**src/rtl/bus_pkg.sv**
```systemverilog
// bus_pkg: constants shared by the CPU-bus slave blocks.
//   - register offsets within the 8-byte window decoded from AB[2:0]
//   - CTRL and STAT bit positions
//   - default base address of the timer window
package bus_pkg;

  localparam logic [15:0] BUS_BASE_DEFAULT = 16'hFE00;

  localparam logic [2:0] REG_CNT_L = 3'd0;
  localparam logic [2:0] REG_CNT_H = 3'd1;
  localparam logic [2:0] REG_RLD_L = 3'd2;
  localparam logic [2:0] REG_RLD_H = 3'd3;
  localparam logic [2:0] REG_CTRL  = 3'd4;
  localparam logic [2:0] REG_STAT  = 3'd5;
  localparam logic [2:0] REG_PRE   = 3'd6;

  localparam int CTRL_RUN      = 0;
  localparam int CTRL_ONESHOT  = 1;
  localparam int CTRL_TIRQ_EN  = 2;
  localparam int CTRL_EIRQ_EN  = 3;
  localparam int CTRL_EDGE_POL = 4;

  localparam int STAT_TFLAG = 0;
  localparam int STAT_EFLAG = 1;
  localparam int STAT_IRQ   = 7;

endpackage

```
**src/rtl/edge_sync.sv**
```systemverilog
// edge_sync: brings an asynchronous line into the clk domain and emits a
// one-cycle pulse on the selected edge.
// Ports:
//   clk        - clock
//   reset_n    - asynchronous active-low reset
//   async_in   - asynchronous input line
//   rising_sel - 1 = detect rising edges, 0 = detect falling edges
//   pulse      - one-cycle pulse, valid while the synchronised level differs
//                from the previous synchronised level in the chosen direction
module edge_sync (
  input  logic clk,
  input  logic reset_n,
  input  logic async_in,
  input  logic rising_sel,
  output logic pulse
);

  logic sync1_reg;
  logic sync2_reg;
  logic prev_reg;

  always_ff @(posedge clk or negedge reset_n) begin
    if (!reset_n) begin
      sync1_reg <= 1'b0;
      sync2_reg <= 1'b0;
      prev_reg  <= 1'b0;
    end else begin
      sync1_reg <= async_in;
      sync2_reg <= sync1_reg;
      prev_reg  <= sync2_reg;
    end
  end

  assign pulse = rising_sel ? (sync2_reg & ~prev_reg) : (~sync2_reg & prev_reg);

endmodule

```
**src/rtl/bus_timer.sv**
```systemverilog
// bus_timer: memory-mapped timer / interrupt responder on the CPU bus.
// Ports:
//   clk, reset_n - clock and asynchronous active-low reset
//   AB, DO, WE   - CPU address, write data, write strobe
//   DI, hit      - registered read data and "DI is ours" flag (one-cycle latency)
//   ext_irq      - asynchronous external interrupt line
//   irq          - registered level interrupt request to the core
module bus_timer
  import bus_pkg::*;
#(
  parameter logic [15:0] BASE = BUS_BASE_DEFAULT
) (
  input  logic        clk,
  input  logic        reset_n,
  input  logic [15:0] AB,
  input  logic [7:0]  DO,
  input  logic        WE,
  output logic [7:0]  DI,
  output logic        hit,
  input  logic        ext_irq,
  output logic        irq
);

  logic [4:0]  ctrl_reg, ctrl_next;
  logic        tflag_reg, tflag_next;
  logic        eflag_reg, eflag_next;
  logic [7:0]  pre_reg, rld_l_reg, shadow_reg, pcnt_reg;
  logic [15:0] reload_reg, counter_reg;
  logic        irq_reg;
  logic [7:0]  rdata_next;

  logic       sel, rd_en, wr_en;
  logic [2:0] off;
  logic       tick, expire, ext_pulse;

  assign off   = AB[2:0];
  assign sel   = (AB[15:3] == BASE[15:3]);
  assign rd_en = sel & ~WE;
  assign wr_en = sel & WE;

  assign tick   = ctrl_reg[CTRL_RUN] && (pcnt_reg == 8'd0);
  assign expire = tick && (counter_reg == 16'd0);

  edge_sync u_ext (
    .clk       (clk),
    .reset_n   (reset_n),
    .async_in  (ext_irq),
    .rising_sel(ctrl_reg[CTRL_EDGE_POL]),
    .pulse     (ext_pulse)
  );

  // Control and flags: hardware set beats a same-cycle W1C; a one-shot
  // expiry clears run after any same-cycle CTRL write has been applied.
  always_comb begin
    ctrl_next  = ctrl_reg;
    tflag_next = tflag_reg;
    eflag_next = eflag_reg;
    if (wr_en && off == REG_CTRL) ctrl_next = DO[4:0];
    if (expire && ctrl_reg[CTRL_ONESHOT]) ctrl_next[CTRL_RUN] = 1'b0;
    if (wr_en && off == REG_STAT && DO[STAT_TFLAG]) tflag_next = 1'b0;
    if (wr_en && off == REG_STAT && DO[STAT_EFLAG]) eflag_next = 1'b0;
    if (expire) tflag_next = 1'b1;
    if (ext_pulse) eflag_next = 1'b1;
  end

  always_comb begin
    rdata_next = 8'h00;
    case (off)
      REG_CNT_L: rdata_next = counter_reg[7:0];
      REG_CNT_H: rdata_next = shadow_reg;
      REG_CTRL:  rdata_next = {3'b000, ctrl_reg};
      REG_STAT: begin
        rdata_next[STAT_TFLAG] = tflag_reg;
        rdata_next[STAT_EFLAG] = eflag_reg;
        rdata_next[STAT_IRQ]   = irq_reg;
      end
      REG_PRE:   rdata_next = pre_reg;
      default:   rdata_next = 8'h00;
    endcase
  end

  always_ff @(posedge clk or negedge reset_n) begin
    if (!reset_n) begin
      ctrl_reg    <= '0;
      tflag_reg   <= 1'b0;
      eflag_reg   <= 1'b0;
      pre_reg     <= '0;
      rld_l_reg   <= '0;
      shadow_reg  <= '0;
      pcnt_reg    <= '0;
      reload_reg  <= '0;
      counter_reg <= '0;
      irq_reg     <= 1'b0;
      DI          <= '0;
      hit         <= 1'b0;
    end else begin
      ctrl_reg  <= ctrl_next;
      tflag_reg <= tflag_next;
      eflag_reg <= eflag_next;
      irq_reg   <= (tflag_reg & ctrl_reg[CTRL_TIRQ_EN]) | (eflag_reg & ctrl_reg[CTRL_EIRQ_EN]);

      if (wr_en && off == REG_PRE)   pre_reg   <= DO;
      if (wr_en && off == REG_RLD_L) rld_l_reg <= DO;

      // Prescaler parks at PRE while stopped so a fresh start divides by PRE+1.
      if (!ctrl_reg[CTRL_RUN] || pcnt_reg == 8'd0) pcnt_reg <= pre_reg;
      else                                         pcnt_reg <= pcnt_reg - 8'd1;

      // An RLD_H write overrides whatever the tick would have done to the counter.
      if (wr_en && off == REG_RLD_H) begin
        reload_reg  <= {DO, rld_l_reg};
        counter_reg <= {DO, rld_l_reg};
      end else if (tick) begin
        if (counter_reg != 16'd0)           counter_reg <= counter_reg - 16'd1;
        else if (!ctrl_reg[CTRL_ONESHOT])   counter_reg <= reload_reg;
      end

      // Reading the low byte freezes the high byte for a coherent 16-bit read.
      if (rd_en && off == REG_CNT_L) shadow_reg <= counter_reg[15:8];

      hit <= rd_en;
      DI  <= rd_en ? rdata_next : 8'h00;
    end
  end

  assign irq = irq_reg;

endmodule

```
**config.mk**
```make
export PLATFORM = sky130hd
export DESIGN_NAME = bus_timer
export DESIGN_NICKNAME = d
export VERILOG_FILES = /design/src/rtl/bus_pkg.sv /design/src/rtl/edge_sync.sv /design/src/rtl/bus_timer.sv
export SDC_FILE = /design/constraint.sdc
export NUM_CORES = 1
export LEC_CHECK = 0
export ABC_CLOCK_PERIOD_IN_PS = 2400
export BUFFER_PORTS_ARGS = -buffer_cell sky130_fd_sc_hd__buf_2
export CAP_MARGIN = 20
export CELL_PAD_IN_SITES_DETAIL_PLACEMENT = 1
export CELL_PAD_IN_SITES_GLOBAL_PLACEMENT = 1
export CORE_ASPECT_RATIO = 1.75
export CORE_MARGIN = 10
export CORE_UTILIZATION = 45
export DETAILED_ROUTE_END_ITERATION = 10
export PLACE_DENSITY_LB_ADDON = 0.25
export SETUP_SLACK_MARGIN = 0.1
export SKIP_CTS_REPAIR_TIMING = 1
export SLEW_MARGIN = 20
export SYNTH_ARGS = -nofsm -noshare
export SYNTH_HDL_FRONTEND = slang
export SYNTH_SLANG_ARGS = --single-unit
```
**constraint.sdc**
```tcl
create_clock -name clk -period 2.4 [get_ports clk]
set_input_delay 0.48 -clock clk [delete_from_list [all_inputs] [get_ports clk]]
set_output_delay 0.48 -clock clk [all_outputs]
set_load 0.05 [all_outputs]
```
==> summary.md <==
| Metric | Value |
|---|---|
| Detailed-routing iteration count for the pre-antenna-repair pass | 4 |
| Peak fanout along the critical path | 6 |
| Maximum number of pins on one net before global-route repair | 43 |
| Ports placed on the boundary | 38 |
| Max-cap violations | 0 |
| Synthesis warning total | 0 |
| Fraction of final layout cells sized beyond drive strength 1 | 0.2198 |
| Wire length of the first global-routing pass | 20.67 mm |
| Critical path cell sequence | inv_1, ha_1, nor3b_2, and4_1, buf_4, a21oi_2, o21a_1, nor3_1, a211oi_1 |
| RR Startpoint | counter_reg[1]$_DFFE_PN0P_ |
| Clock share of power | 0.493 |
| DRC | 0 |
| Overall via count from detail_route | 3519 |
| Sequential fraction of design power | 0.464 |
| Number of enable flip-flop cells after synthesis | 0 |
| Arrival time at the worst endpoint | 2.39 ns |
| Transition at the pin with the smallest max-transition slack | 0.5963 ns |
| Horizontal extent of the die | 93.31 µm |
| IO Port Bufs | 37 |
| Die boundary height | 148.3 µm |
| Final Cycle Share | 0.8914 |
| Count of distinct cell types in the synthesized netlist | 46 |
| Standard cell area after detailed placement | 0.004656 mm² |
| Final setup violating endpoints | 0 |
| Leading post-synthesis cells by instance count | 84 x sky130_fd_sc_hd__dfrtp_1, 78 x sky130_fd_sc_hd__nand2_1, 42 x sky130_fd_sc_hd__nor2_1 |
| Average via count per standard cell | 5.713 |
| TritonCTS clock tree | built |
| Number of antenna-violating nets in the routed design | 0 |
| Kind of start point of the critical path | register |
| HPWL after detailed placement | 9.143 mm |
| Area of all placed cells without fillers | 0.004995 mm² |
| Total negative setup slack | 0 ns |
| Cell types with the largest area share after synthesis | sky130_fd_sc_hd__dfrtp_1 50%, sky130_fd_sc_hd__mux2_2 6.9%, sky130_fd_sc_hd__nand2_1 6.9% |
| Total number of clock tree sinks | 84 |
| Root buffer selected by CTS | sky130_fd_sc_hd__clkbuf_16 |
| Proportion of synthesized flip-flops having asynchronous set or reset | 1.000 |
| Dominant cell type by area after synthesis | sky130_fd_sc_hd__dfrtp_1 |
| Floorplan Core Area | 0.009151 mm² |
| Max Clk Rate | 467.4 MHz |
| Average wire per cell in the routed design | 20.71 µm |
| GP Congestion | 0.9139 |
| Flop and latch count out of synthesis | 84 |
| Number of cell instances on the worst register-to-register path | 9 |
| Register-to-register setup slack | 0.26 ns |
| Cell count after synthesis | 447 |
| Insertion delay to the later sink of the worst-skew pair | 0.35 ns |
| Final hold violation count | 0 |
| Slowest Stage Delay on Critical Path | 0.42 ns |
| Site Rows | 46 |
| Relative slew margins | 0.6025 |
| Final nets | 524 |
| Via count of the first global-routing pass | 3938 |
| Average footprint of a synthesized cell | 9.467 µm² |
| Leakage power summed over all cells | 2.388 nW |
| Count of routing violations after the opening detailed-route iteration | 124 |
| Post-synthesis sequential area ratio | 0.4967 |
| Cell Area, Synth | 0.004232 mm² |
| Most instantiated library cell after synthesis | sky130_fd_sc_hd__dfrtp_1 |
| Power per Cell Area | 617.8 mW/mm² |
| Most used flip-flop cell after synthesis | sky130_fd_sc_hd__dfrtp_1 |
| Share of total power consumed by net switching | 0.2134 |
| Int Power | 2.427 mW |
| Outcome | finished clean |
| Critical path class | register to register |
| Max Buffers Root-to-Sink | 2 |
| Kind of end point of the critical path | register |
| Clock input transition at the sequential cells of the worst setup and hold paths | 0.06 ns |
| Net count of the mapped netlist | 479 |
| FF-to-FF End | counter_reg[2]$_DFFE_PN0P_ |
| Required arrival time at the worst endpoint | 2.65 ns |
| Path type of the worst min-delay path | input pin to asynchronous set/reset pin |
| Total congestion overflow after global routing | 0 |
| H-tree depth | 3 |
| Net Sw Power | 0.6586 mW |
| Die ar. | 0.01384 mm² |
| Unrepaired setup endpoints after global routing | no |
| Final min period | 2.139 ns |
| Antenna diodes | 0 |
| Antenna violations before repair | 0 |
| Worst Skew | 0.006751 ns |
| Pins Over Slew Limit | 0 |
| TritonCTS Buffers | 9 |
| Critical path's slowest cell | sky130_fd_sc_hd__dfrtp_1 |
| Effective utilization at floorplan | 0.4624 |
| Combinational share of power | 0.043 |
| Relative area change from synthesis to final layout | 18.04% |
| Share of Yosys cell area claimed by the top area cell type | 0.4967 |
| All-layer global routing usage | 0.1924 |
| Final wirelength | 12.76 mm |
| Peak VDD IR | 0.4423 mV |
==> power groups by stage <==
stage               clock network [mW]  registers, mW  logic, mW
finish                            1.52           1.43      0.133
global route                      1.61           1.43      0.147
CTS                               1.55           1.43      0.135
detailed placement                   0           1.46      0.131
global placement                     0           1.46      0.127
floorplan                            0           1.45     0.0505
==> layer usage <==
layer / vias to the layer above / GRT usage / share of wire
met4: 0 / 0.1132 / 0.043
met2: 78 / 0.3500 / 0.54
li1: 1643 / - / -
met3: 40 / 0.04032 / 0.043
met5: - / 0 / 0
met1: 1758 / 0.1930 / 0.37
==> logic make-up (layout without fill, tap and decap cells) <==
group	Yosys count	after routing	synth area share
fa+ha+maj	4	4	0.01183
mux	33	33	0.08575
simple gates	176	176	0.2020
flops	84	84	0.4967
buf+inv	36	85	0.03637
compound gates	98	98	0.1342
xor+xnor	16	16	0.03312
==> how the worst max path moves through the flow <==
stage	start	to	slack (ns)	cells after the start
floorplan	AB[4]	shadow_reg[0]$_DFFE_PN0P_	0.39	6
global placement	AB[4]	shadow_reg[6]$_DFFE_PN0P_	0.24	6
detailed placement	AB[4]	shadow_reg[4]$_DFFE_PN0P_	0.18	6
CTS	counter_reg[1]$_DFFE_PN0P_	counter_reg[9]$_DFFE_PN0P_	0.21	8
global route	pcnt_reg[3]$_DFF_PN0_	counter_reg[6]$_DFFE_PN0P_	0.15	7
finish	counter_reg[1]$_DFFE_PN0P_	counter_reg[2]$_DFFE_PN0P_	0.26	9
==> stage by stage <==
step	power [mW]	instances	worst slack (ns)	utilization	hold WS, ns
CTS	3.116	616	0.2051	0.5443	0.1635
finish	3.086	616	0.2606	0.5458	0.1270
global route	3.190	616	0.1535	0.5458	0.1764
floorplan	1.504	447	0.3898	-	0.1844
global placement	1.582	601	0.2356	0.5088	0.3340
detailed placement	1.588	601	0.1835	0.5088	0.3370
==> critical path, delay by kind of cell, from the launching register on <==
kind	cells	cell delay, ns
fa+ha+maj	1	0.22
compound gates	3	0.72
flops	1	0.42
buf+inv	2	0.25
simple gates	3	0.45
==> cells in the final DEF (no fill, tap or decap), drive strengths merged, types with 4 or more instances in the layout <==
cell type and n:
dfrtp 84, nand2 78, buf 58, nor2 42
o21ai 37, a21oi 34, mux2 26, inv 12
nand3 11, clkbuf 11, xnor2 8, nor3 8
xor2 8, nor4 8, mux2i 7, a31oi 7
nand4 6, and4 5, o211ai 5, and3 4
a22oi 4, a211oi 4, ha 4
==> final cells by class <==
cell class | instances | area (µm²)
Fill cell | 1048 | 4156
Sequential cell | 84 | 2102
Multi-Input combinational cell | 327 | 1989
Timing Repair Buffer | 58 | 382.9
Clock buffer | 11 | 252.7
Tap cell | 120 | 150.1
Clock inverter | 4 | 72.57
Inverter | 12 | 45.04
Power figures use the tool's default switching activity.
